===== config.mk =====
export PLATFORM = sky130hd
export DESIGN_NAME = bus_decoder
export DESIGN_NICKNAME = d
export VERILOG_FILES = /design/src/rtl/bus_decoder.sv
export SDC_FILE = /design/constraint.sdc
export NUM_CORES = 1
export LEC_CHECK = 0
export BUFFER_PORTS_ARGS = -buffer_cell sky130_fd_sc_hd__buf_2
export CAP_MARGIN = 5
export CORE_AREA = 8 8 126 128
export DETAILED_ROUTE_END_ITERATION = 6
export DIE_AREA = 0 0 134 136
export PLACE_DENSITY_LB_ADDON = 0.3
export SETUP_SLACK_MARGIN = 0.4
export SLEW_MARGIN = 5
export SYNTH_ARGS = -nofsm -noshare
export SYNTH_HDL_FRONTEND = slang
export SYNTH_SLANG_ARGS = --single-unit

===== constraint.sdc =====
create_clock -name clk -period 4.3 [get_ports clk]
set_clock_uncertainty 0.2 [all_clocks]
set_input_delay 0.215 -clock clk [delete_from_list [all_inputs] [get_ports clk]]
set_output_delay 0.215 -clock clk [all_outputs]
set_load 0.05 [all_outputs]

===== src/rtl/bus_decoder.sv =====
// bus_decoder: address decoder / single-outstanding bus bridge from one master to NUM_DEVICES+1 channels.
// Latency: dev_enables one cycle after request acceptance; mem_ready the cycle after dev_ready[sel].
// Backpressure: master holds in WAIT until the selected channel is ready (or the optional timeout fires).
// Optional feature macro: BUS_DECODER_TIMEOUT_EN enables the wait counter and bus-error completion.
module bus_decoder #(
  parameter int          NUM_DEVICES = 7,
  parameter logic [31:0] BASE_ADDR   = 32'hffff0000,
  parameter int          REGION_BITS = 4,
  parameter int          TIMEOUT     = 255
) (
  input  logic                            clk,
  input  logic                            reset,
  input  logic                            mem_valid,
  input  logic [31:0]                     mem_addr,
  output logic                            mem_ready,
  output logic [31:0]                     mem_rdata,
  output logic                            mem_error,
  output logic [NUM_DEVICES:0]            dev_enables,
  input  logic [NUM_DEVICES:0]            dev_ready,
  input  logic [32*(NUM_DEVICES+1)-1:0]   dev_rdata
);

  localparam int NCH = NUM_DEVICES + 1;
  localparam int CW  = $clog2(NCH);
  // Total mapped window in bytes; always below 2^32 for legal parameters.
  localparam logic [32:0] SPAN = 33'(NUM_DEVICES) << REGION_BITS;

  // Catch illegal parameter combinations at elaboration.
  if (NUM_DEVICES < 1 || NUM_DEVICES > 15 || REGION_BITS < 2 || REGION_BITS > 16 ||
      TIMEOUT < 1 || TIMEOUT > 65535) begin : g_bad_params
    $error("bus_decoder: parameter out of range");
  end

  typedef enum logic [1:0] {IDLE, WAIT, DONE} state_t;

  state_t              state;
  logic [CW-1:0]       sel;
  logic [32:0]         offset;
  logic [CW-1:0]       dec_ch;
  logic [NUM_DEVICES:0] dec_onehot;
  logic                sel_rdy;
  logic [31:0]         sel_rdata;

  // Offset computed one bit wider: an address below BASE_ADDR borrows into
  // bit 32, which lands it above SPAN, so one compare covers both bounds.
  assign offset = {1'b0, mem_addr} - {1'b0, BASE_ADDR};

  // Address decode to a channel number plus its one-hot enable pattern.
  always_comb begin
    dec_ch     = CW'(NUM_DEVICES);
    dec_onehot = '0;
    if (offset < SPAN) begin
      dec_ch = CW'(offset >> REGION_BITS);
    end
    for (int k = 0; k < NCH; k++) begin
      if (dec_ch == CW'(k)) dec_onehot[k] = 1'b1;
    end
  end

  // Mux ready and read data of the latched channel; other channels are ignored.
  always_comb begin
    sel_rdy   = 1'b0;
    sel_rdata = '0;
    for (int k = 0; k < NCH; k++) begin
      if (sel == CW'(k)) begin
        sel_rdy   = dev_ready[k];
        sel_rdata = dev_rdata[32*k +: 32];
      end
    end
  end

`ifdef BUS_DECODER_TIMEOUT_EN
  localparam logic [15:0] TO_LAST = 16'(TIMEOUT - 1);
  logic [15:0] cnt;
  logic        err_q;
  assign mem_error = err_q;

  // Transaction FSM with wait counter; ready wins over a same-cycle timeout.
  always_ff @(posedge clk or posedge reset) begin
    if (reset) begin
      state       <= IDLE;
      sel         <= '0;
      cnt         <= '0;
      dev_enables <= '0;
      mem_ready   <= 1'b0;
      mem_rdata   <= '0;
      err_q       <= 1'b0;
    end else begin
      case (state)
        IDLE: begin
          mem_ready <= 1'b0;
          err_q     <= 1'b0;
          if (mem_valid) begin
            sel         <= dec_ch;
            dev_enables <= dec_onehot;
            cnt         <= '0;
            state       <= WAIT;
          end
        end
        WAIT: begin
          if (sel_rdy) begin
            mem_rdata   <= sel_rdata;
            mem_ready   <= 1'b1;
            err_q       <= 1'b0;
            dev_enables <= '0;
            state       <= DONE;
          end else if (cnt == TO_LAST) begin
            mem_rdata   <= '0;
            mem_ready   <= 1'b1;
            err_q       <= 1'b1;
            dev_enables <= '0;
            state       <= DONE;
          end else begin
            cnt <= cnt + 16'd1;
          end
        end
        DONE: begin
          mem_ready <= 1'b0;
          err_q     <= 1'b0;
          state     <= IDLE;
        end
        default: state <= IDLE;
      endcase
    end
  end
`else
  assign mem_error = 1'b0;

  // Transaction FSM; WAIT persists until the selected channel is ready.
  always_ff @(posedge clk or posedge reset) begin
    if (reset) begin
      state       <= IDLE;
      sel         <= '0;
      dev_enables <= '0;
      mem_ready   <= 1'b0;
      mem_rdata   <= '0;
    end else begin
      case (state)
        IDLE: begin
          mem_ready <= 1'b0;
          if (mem_valid) begin
            sel         <= dec_ch;
            dev_enables <= dec_onehot;
            state       <= WAIT;
          end
        end
        WAIT: begin
          if (sel_rdy) begin
            mem_rdata   <= sel_rdata;
            mem_ready   <= 1'b1;
            dev_enables <= '0;
            state       <= DONE;
          end
        end
        DONE: begin
          mem_ready <= 1'b0;
          state     <= IDLE;
        end
        default: state <= IDLE;
      endcase
    end
  end
`endif

endmodule


==> results.sh, run 1 <==
export IMPL_wl_per_cell_um=19.27
export IMPL_mostFrequentLayoutCells="335 x buf_2, 44 x dfrtp_1, 43 x a21oi_1"
export IMPL_final_nets=1072
export IMPL_rsz0062_at_grt="no"
export IMPL_syn_avg_cell_area_sq_um=8.793
export IMPL_rows=44
export IMPL_clk_latency_ps=290
export IMPL_cp_arrival_ps=2850
export IMPL_grt_max_degree=60
export IMPL_max_slew_margin_rel_pct=32.11
export IMPL_syn_instance_count=468
export IMPL_internal_power_mw=1.310
export IMPL_cts_tree="done"
export IMPL_worstReg2RegStart="sel[0]"
export IMPL_postCtsSetupRepairBufs=0
export IMPL_status="complete, no violations"
export IMPL_slowest_delay_ps=680
export IMPL_start_util_pct=29.31
export IMPL_crit_chain="buf_4 > and2_4 > a22oi_4 > o311ai_4 > buf_4 > nor2b_4 > a22o_1"
export IMPL_critPathKind="flip-flop to flip-flop"
export IMPL_place_area_sq_um=5831
export IMPL_drive_gt1_share_pct=49.94
export IMPL_synth_top_family_by_area="compound AO/OA/AOI/OAI gates"
export IMPL_final_common_cell="buf_2"
export IMPL_die_area_sq_um=18220
export IMPL_slew_viol_final=0
export IMPL_seq_area_frac_synth_pct=27.97
export IMPL_drv_cap=0
export IMPL_swShare_pct=45.74
export IMPL_root_buffer="clkbuf_16"
export IMPL_ys_ff_latch=46
export IMPL_hp_class="primary input to flip-flop"
export IMPL_vias=4980
export IMPL_synth_area_leader_cell="dfrtp_1"
export IMPL_initialDrtViolationCount=320
export IMPL_vias_per_cell=5.204
export IMPL_portBuffers=335
export IMPL_grt_use_total_pct=19.13
export IMPL_place_hpwl_um=14700
export IMPL_required_ps=4330
export IMPL_cp_end_kind="flip-flop"
export IMPL_grt_pass1_vias=5170
export IMPL_r2r_end="dev_enables[1]"
export IMPL_die_x_um=134
export IMPL_yosys_warnings=0
export IMPL_ios=341
export IMPL_synth_xor_xnor_area_share_pct=0
export IMPL_synth_cell_types=45
export IMPL_setup_viol=0
export IMPL_peakVddDrop_mv=0.2712
export IMPL_wl_met3_um=1528
export IMPL_async_flop_share_pct=100.0
export IMPL_min_period_over_period_pct=65.63
export IMPL_p_sw_mw=1.105
export IMPL_syn_to_final_growth_pct=46.76
export IMPL_yosys_mux_area_fraction_pct=14.81
export IMPL_h_tree_depth=2
export IMPL_max_freq_mhz=354.4
export IMPL_die_y_um=136
export IMPL_synth_fa_ha_area_share_pct=0.3040
export IMPL_detail_route_first_pass_iterations=4
export IMPL_startpoint_type="flip-flop"
export IMPL_crit_slowest_cell="dfrtp_4"
export IMPL_top_layer_used="met4"
export IMPL_setup_tns_ps=0
export IMPL_synth_edf_count=0
export IMPL_crit_end="dev_enables[1]"
export IMPL_cp_max_fo=43
export IMPL_wl_um=18440
export IMPL_clk_pin_slew_ps=70
export IMPL_hold_violations=0
export IMPL_crit_start="sel[0]"
export IMPL_synthTopCellsByArea="dfrtp_1 28%, mux2i_1 8.5%, a32oi_1 6.8%"
export IMPL_grt_pass1_wl_um=27960
export IMPL_tightest_slew_ps=1017
export IMPL_pwr_share_comb_pct=50.4
export IMPL_multiInputGateArea_sq_um=2656
export IMPL_r2r_cells=7
export IMPL_wl_met1_um=7656
export IMPL_clock_sinks=46
export IMPL_synthFlopType="dfrtp_1"
export IMPL_post_route_drc_count=0
export IMPL_grt_ovfl_total=0
export IMPL_clkPwrFrac_pct=21.4
export IMPL_netlist_area_sq_um=4115
export IMPL_core_sq_um=14040
export IMPL_synth_compound_area_share_pct=37.64
export IMPL_p_seq_share_pct=28.2
export IMPL_yosys_area_share_simple_pct=11.46
export IMPL_power_per_cell_area_nw_per_um2=399.8
export IMPL_ant_nets=0
export IMPL_cpMostUsedCell="buf_4"
export IMPL_seq_area_sq_um=1159
export IMPL_gp_congestion=0.8262
export IMPL_p_leak_nw=3.415
export IMPL_numCtsBuffers=5
export IMPL_antennaDiodeCount=0
export IMPL_clock_path_buffers=2
export IMPL_min_period_ps=2822
export IMPL_final_area_sq_um=6040
export IMPL_yosys_area_top_type_share_pct=27.97
export IMPL_antenna_found_initial=0
export IMPL_synth_fp_nets=768
export IMPL_fillCellCount=1493
export IMPL_r2r_slack_ps=1480
export IMPL_wl_met2_um=9074
-- cell families after synthesis --
family / after synthesis
compound gates: 218
simple gates: 87
mux: 58
buf+inv: 57
flops: 46
fa+ha+maj: 1
other cells: 1
-- worst max-delay path, delay by kind of cell, from the launching register on --
kind                   cells  cell delay [ps]
buffers and inverters      2              860
and+or+nand+nor            2              640
AOI/OAI and AO/OA          3              380
DFF                        1              680
-- worst min path at each step --
| stage | from | end | slack [ps] | cells past startpoint |
|---|---|---|---|---|
| 2_1_floorplan | mem_addr[5] | sel[1] | 140 | 1 |
| 3_3_place_gp | reset | mem_rdata[0] | 220 | 3 |
| 3_5_place_dp | reset | mem_rdata[0] | 210 | 3 |
| 4_1_cts | mem_addr[4] | dev_enables[3] | 20 | 2 |
| 5_1_grt | mem_addr[4] | dev_enables[3] | 20 | 2 |
| 6_report | mem_addr[4] | dev_enables[3] | 20 | 2 |
-- registers in the layout (all words and copies together), names as in the netlist --
name         count
sel              3
mem_ready        1
mem_rdata       32
state            2
dev_enables      8
-- synthesized netlist by cell type (14+ instances only) --
master and count:
mux2i_1 35, nor2b_1 15, a32oi_1 32, nand3_1 34, mux2_2 16, nand2_1 15, a22oi_1 23, clkbuf_1 18
a22o_1 25, a21o_1 24, a21oi_1 43, o21ai_0 42, buf_2 14, dfrtp_1 46
-- final cells by class --
class | count | area share, %
clock buffer | 6 | 2.300
clock inverter | 2 | 0.9944
inverter | 7 | 0.4351
multi-input combinational | 365 | 43.98
sequential | 46 | 19.18
tap | 184 | 3.812
timing repair buffer | 347 | 29.29
-- what timing repair did --
| item | 4_1_cts | 5_1_grt |
|---|---|---|
| hold buffers | 1 | 0 |
| endpoints found under the hold margin | 46 | 0 |
| resized for setup | 0 | 0 |
-- per-stage QoR --
step	power (mW)	cells	setup WS, ps	utilization, %	hold slack, ps
2_1_floorplan	1.534	468	2424	-	141.0
3_3_place_gp	1.905	948	1479	41.53	215.7
3_5_place_dp	1.920	948	1448	41.53	214.8
4_1_cts	2.443	957	1464	43.02	19.97
5_1_grt	2.535	957	1308	43.02	19.72
6_report	2.415	957	1478	43.02	23.40
-- per-layer routing --
metal | vias up | global-route usage (%)
li1 | 2443 | -
met5 | - | 0
met2 | 223 | 32.87
met1 | 2302 | 23.62
met4 | 0 | 3.743
met3 | 12 | 5.100
-- power by group through the flow --
stage / clock [mW] / sequential, mW / combinational [mW]
2_1_floorplan: 0 / 1.25 / 0.287
3_3_place_gp: 0 / 0.682 / 1.22
3_5_place_dp: 0 / 0.687 / 1.23
4_1_cts: 0.528 / 0.681 / 1.23
5_1_grt: 0.551 / 0.699 / 1.29
6_report: 0.516 / 0.680 / 1.22
Power figures use the tool's default switching activity.
==> run 2: changes to the inputs <==
Clock period 4.3 ns to 2.3 ns, I/O delays scaled along.
==> run 2 against run 1 <==
- the flow now finishes with violations (negative hold slack)
- register-to-register slack got worse by 1200 ps
- count of clock-buffer cells in the layout down 1
- critical endpoint is now mem_rdata[9]
- sequential cell count did not move
- utilization is 5.7 points higher
==> results.sh, run 2 (synthesized netlist as in run 1, its figures left out) <==
export IMPL_status="finished with violations"
export IMPL_violations="negative hold slack"
export IMPL_drv_cap=0
export IMPL_cpMostUsedCell="buf_12"
export IMPL_post_route_drc_count=0
export IMPL_ant_nets=0
export IMPL_initialDrtViolationCount=263
export IMPL_drive_gt1_share_pct=54.03
export IMPL_cp_end_kind="flip-flop"
export IMPL_peakVddDrop_mv=0.3861
export IMPL_max_freq_mhz=496.0
export IMPL_largest_reg_flops=32
export IMPL_tightest_slew_ps=653.9
export IMPL_crit_slowest_cell="dfrtp_4"
export IMPL_clock_path_buffers=2
export IMPL_portBuffers=335
export IMPL_slowest_delay_ps=480
export IMPL_wl_per_cell_um=20.23
export IMPL_rsz0062_at_grt="yes"
export IMPL_dpl_worst_slack_ps=58.44
export IMPL_vias_per_cell=5.202
export IMPL_setup_tns_ps=0
export IMPL_clk_latency_ps=290
export IMPL_vias=5218
export IMPL_grt_use_total_pct=20.49
export IMPL_setup_viol=0
export IMPL_cp_arrival_ps=1990
export IMPL_startpoint_type="flip-flop"
export IMPL_power_per_cell_area_nw_per_um2=674.1
export IMPL_die_area_sq_um=18220
export IMPL_wl_um=20290
export IMPL_max_slew_margin_rel_pct=56.31
export IMPL_final_common_cell="buf_2"
export IMPL_place_hpwl_um=14970
export IMPL_core_sq_um=14040
export IMPL_cp_max_fo=16
export IMPL_worst_slack_ps=283.9
export IMPL_antenna_found_initial=0
export IMPL_die_y_um=136
export IMPL_grt_pass1_vias=5312
export IMPL_min_period_over_period_pct=87.66
export IMPL_regMostFlops="mem_rdata"
export IMPL_gp_congestion=0.8307
export IMPL_numCtsBuffers=5
export IMPL_hp_class="primary input to flip-flop"
export IMPL_final_nets=1117
export IMPL_whs_ps=-4.897
export IMPL_critPathKind="flip-flop to flip-flop"
export IMPL_required_ps=2280
export IMPL_root_buffer="clkbuf_16"
export IMPL_slew_viol_final=0
export IMPL_crit_chain="buf_12 > buf_12 > a21oi_4 > o311ai_4 > buf_12 > buf_16 > a21oi_1 > a21o_1"
export IMPL_die_x_um=134
export IMPL_min_period_ps=2016
export IMPL_syn_to_final_growth_pct=66.34
export IMPL_grt_ovfl_total=0
export IMPL_start_util_pct=29.31
export IMPL_r2r_cells=8
export IMPL_cts_tree="done"
export IMPL_clk_pin_slew_ps=70
export IMPL_hold_depth=3
export IMPL_fillCellCount=1392
export IMPL_reg_top3="mem_rdata: 32 flops, dev_enables: 8 flops, sel: 3 flops"
export IMPL_grt_max_degree=65
export IMPL_detail_route_first_pass_iterations=4
export IMPL_mostFrequentLayoutCells="335 x buf_2, 43 x dfrtp_1, 40 x a21oi_1"
export IMPL_p_leak_nw=3.756
export IMPL_grt_pass1_wl_um=29590
export IMPL_clock_sinks=46
export IMPL_rows=44
export IMPL_ios=341
export IMPL_h_tree_depth=2
export IMPL_hold_violations=1
[run 2: final timing paths]
path | start | endpoint | slack [ps]
setup / recovery | sel[1] | mem_rdata[9] | 280
min in group asynchronous | reset | mem_rdata[0] | 190
setup reg to reg | sel[1] | mem_rdata[9] | 280
hold reg to reg | mem_rdata[1] | mem_rdata[1] | 270
max in group asynchronous | reset | sel[0] | 1170
hold / removal | dev_rdata[235] | mem_rdata[11] | -5
[run 2: cell type report]
type	count	area, sq um	share of cell area, %
Tap cell	184	230.2	3.363
Clock inverter	3	45.04	0.6580
Sequential cell	46	1160	16.94
Clock buffer	5	125.1	1.828
Timing Repair inverter	1	7.507	0.1097
Inverter	7	30.03	0.4387
Multi-Input combinational cell	366	2804	40.96
Timing Repair Buffer	390	2441	35.66
Antenna cell	1	2.502	0.03656
[run 2: per-stage QoR]
step / std cells / cell area (sq um) / util [%] / total power, mW
floorplan: 468 / 4115 / - / 2.868
global placement: 957 / 5973 / 42.55 / 3.594
detailed placement: 957 / 5973 / 42.55 / 3.619
CTS: 993 / 6634 / 47.25 / 4.571
global route: 1002 / 6843 / 48.74 / 4.852
finish: 1003 / 6845 / 48.76 / 4.614
[run 2: timing repair]
action,CTS,global route
pin swaps,4,16
cloned,4,6
hold buffers,12,0
hold endpoints to repair,35,0
endpoints found under the setup margin,39,40
setup buffers,12,3
resized for setup,37,23
[run 2: worst max-delay path: cells and delay by family, from the launching register on]
family                 cells  cell delay (ps)
DFF                        1              480
AOI/OAI and AO/OA          4              540
buffers and inverters      4              660
[run 2: where the power goes]
group,internal [mW],switching [mW]
clock network,0.513,0.334
registers,1.12,0.163
logic,0.822,1.66
[run 2: per-layer routing]
| layer | track usage (%) | vias up | routed length, um |
|---|---|---|---|
| li1 | - | 2543 | - |
| met1 | 24.31 | 2450 | 8307 |
| met2 | 36.02 | 217 | 10240 |
| met3 | 5.950 | 8 | 1581 |
| met4 | 4.180 | 0 | 168 |
| met5 | 0 | - | 0 |
==> run 3: changes to the inputs <==
Settings changed: CORE_AREA 8 8 126 128 to 5 5 130 132, DIE_AREA 0 0 134 136 to 0 0 135 137, SLEW_MARGIN 5 to not set.
==> run 3 against run 2 <==
- fmax shrank 2.2%
- the flow now finishes without violations
- sequential cell count unchanged
- non-clock buffer count grew 6
- sequential power about the same
- clock power is 10% lower
- wire length is 1.3% lower
- via count increased by 2.6%
- critical path depth is 1 lower
- highest routed layer unchanged
- total power fell by 1.9%
==> results.sh, run 3 (synthesized netlist as in run 1, its figures left out) <==
export IMPL_grt_pass1_wl_um=28790
export IMPL_final_area_sq_um=6975
export IMPL_max_slew_margin_rel_pct=56.87
export IMPL_die_area_sq_um=18500
export IMPL_rsz0062_at_grt="yes"
export IMPL_startpoint_type="flip-flop"
export IMPL_reg_top3="mem_rdata: 32 flops, dev_enables: 8 flops, sel: 3 flops"
export IMPL_slew_viol_final=0
export IMPL_initialDrtViolationCount=216
export IMPL_clk_latency_ps=300
export IMPL_stdcell_count=1039
export IMPL_detail_route_first_pass_iterations=5
export IMPL_post_route_drc_count=0
export IMPL_required_ps=2290
export IMPL_antennaDiodeCount=0
export IMPL_start_util_pct=26.38
export IMPL_vias_per_cell=5.152
export IMPL_min_period_ps=2061
export IMPL_cp_max_fo=9
export IMPL_setup_tns_ps=0
export IMPL_die_y_um=137
export IMPL_syn_to_final_growth_pct=69.50
export IMPL_peakVddDrop_mv=0.3275
export IMPL_portBuffers=335
export IMPL_dp_cells=989
export IMPL_cpMostUsedCell="buf_16"
export IMPL_largest_reg_flops=32
export IMPL_min_period_over_period_pct=89.63
export IMPL_crit_slowest_cell="dfrtp_4"
export IMPL_grt_max_degree=54
export IMPL_critPathKind="flip-flop to flip-flop"
export IMPL_cts_tree="done"
export IMPL_drv_cap=0
export IMPL_antenna_found_initial=0
export IMPL_numCtsBuffers=5
export IMPL_place_hpwl_um=14060
export IMPL_setup_viol=0
export IMPL_whs_ps=12.21
export IMPL_crit_buf_inv=3
export IMPL_grt_use_total_pct=20.03
export IMPL_final_nets=1122
export IMPL_cp_end_kind="flip-flop"
export IMPL_root_buffer="clkbuf_16"
export IMPL_regMostFlops="mem_rdata"
export IMPL_drive_gt1_share_pct=55.65
export IMPL_p_leak_nw=3.763
export IMPL_tightest_slew_ps=645.6
export IMPL_final_common_cell="buf_2"
export IMPL_wl_per_cell_um=19.28
export IMPL_gp_congestion=0.7969
export IMPL_cp_arrival_ps=2050
export IMPL_worst_slack_ps=238.6
export IMPL_rows=46
export IMPL_clock_sinks=46
export IMPL_ios=341
export IMPL_die_x_um=135
export IMPL_critPathTopFamily="flip-flops"
export IMPL_vias=5353
export IMPL_ant_nets=0
export IMPL_power_per_cell_area_nw_per_um2=649.2
export IMPL_clk_pin_slew_ps=70
export IMPL_crit_chain="buf_16 > buf_16 > buf_16 > mux2_2 > a32oi_2 > a21oi_2 > a21o_1"
export IMPL_status="complete, no violations"
export IMPL_dpl_worst_slack_ps=105.6
export IMPL_core_sq_um=15600
export IMPL_mostFrequentLayoutCells="335 x buf_2, 43 x dfrtp_1, 34 x nand3_1"
export IMPL_fin_util_pct=44.72
export IMPL_max_freq_mhz=485.1
export IMPL_hold_violations=0
export IMPL_grt_ovfl_total=0
export IMPL_slowest_delay_ps=510
export IMPL_place_area_sq_um=6015
export IMPL_hp_class="primary input to flip-flop"
export IMPL_power_total_mw=4.529
export IMPL_grt_pass1_vias=5319
export IMPL_wl_um=20030
export IMPL_h_tree_depth=2
export IMPL_clock_path_buffers=2
==> run 3: cell types whose count changed in the layout (fill, tap and decap cells not counted), sizes merged <==
cell         delta
dlygate4sd3     +4
nor2            -1
diode           -1
bufinv          -1
inv             +2
clkbuf          +1
buf             +1
clkinvlp        -1
==> run 3: report_power, final <==
part,internal (mW),total (mW),switching (mW)
Sequential,1.12,1.29,0.170
Combinational,0.815,2.48,1.67
Clock,0.409,0.759,0.350
==> run 3: final timing paths <==
check / startpoint / to / slack, ps / depth (start not counted)
max: sel[1] / mem_rdata[5] / 240 / 7
min: dev_rdata[49] / mem_rdata[17] / 10 / 4
max reg2reg: sel[1] / mem_rdata[5] / 240 / 7
min reg2reg: mem_rdata[15] / mem_rdata[15] / 270 / 1
max in group asynchronous: reset / sel[0] / 1130 / 4
min in group asynchronous: reset / mem_rdata[17] / 210 / 3
==> run 3: repair_timing <==
item	in CTS	in global routing
hold buffers	16	0
resized for setup	26	45
hold endpoints to repair	40	0
setup endpoints to repair	42	42
buffers inserted	14	1
gates cloned	6	5
pin swaps	4	30
==> run 3: layer usage <==
metal / track usage (%) / share of wire [%] / vias to the layer above
li1: - / - / 2547
met4: 6.047 / 2.2 / 0
met3: 4.963 / 9.1 / 24
met1: 24.43 / 41 / 2502
met2: 34.96 / 48 / 280
met5: 0 / 0 / -
==> run 3: worst register-to-register path, cell delays in order, from the launching register on <==
cell,delay (ps)
dfrtp_4,510
buf_16,160
buf_16,160
buf_16,160
mux2_2,280
a32oi_2,240
a21oi_2,90
a21o_1,150
==> run 3: area by class of cell <==
cell class,count,area [sq um]
clock buffers,5,125.1
clock inverters,3,25.02
fillers,1582,8622
inverters,7,32.53
multi-input cells,365,2829
flip-flops and latches,46,1160
well taps,216,270.3
repair buffers,396,2526
repair inverters,1,7.507
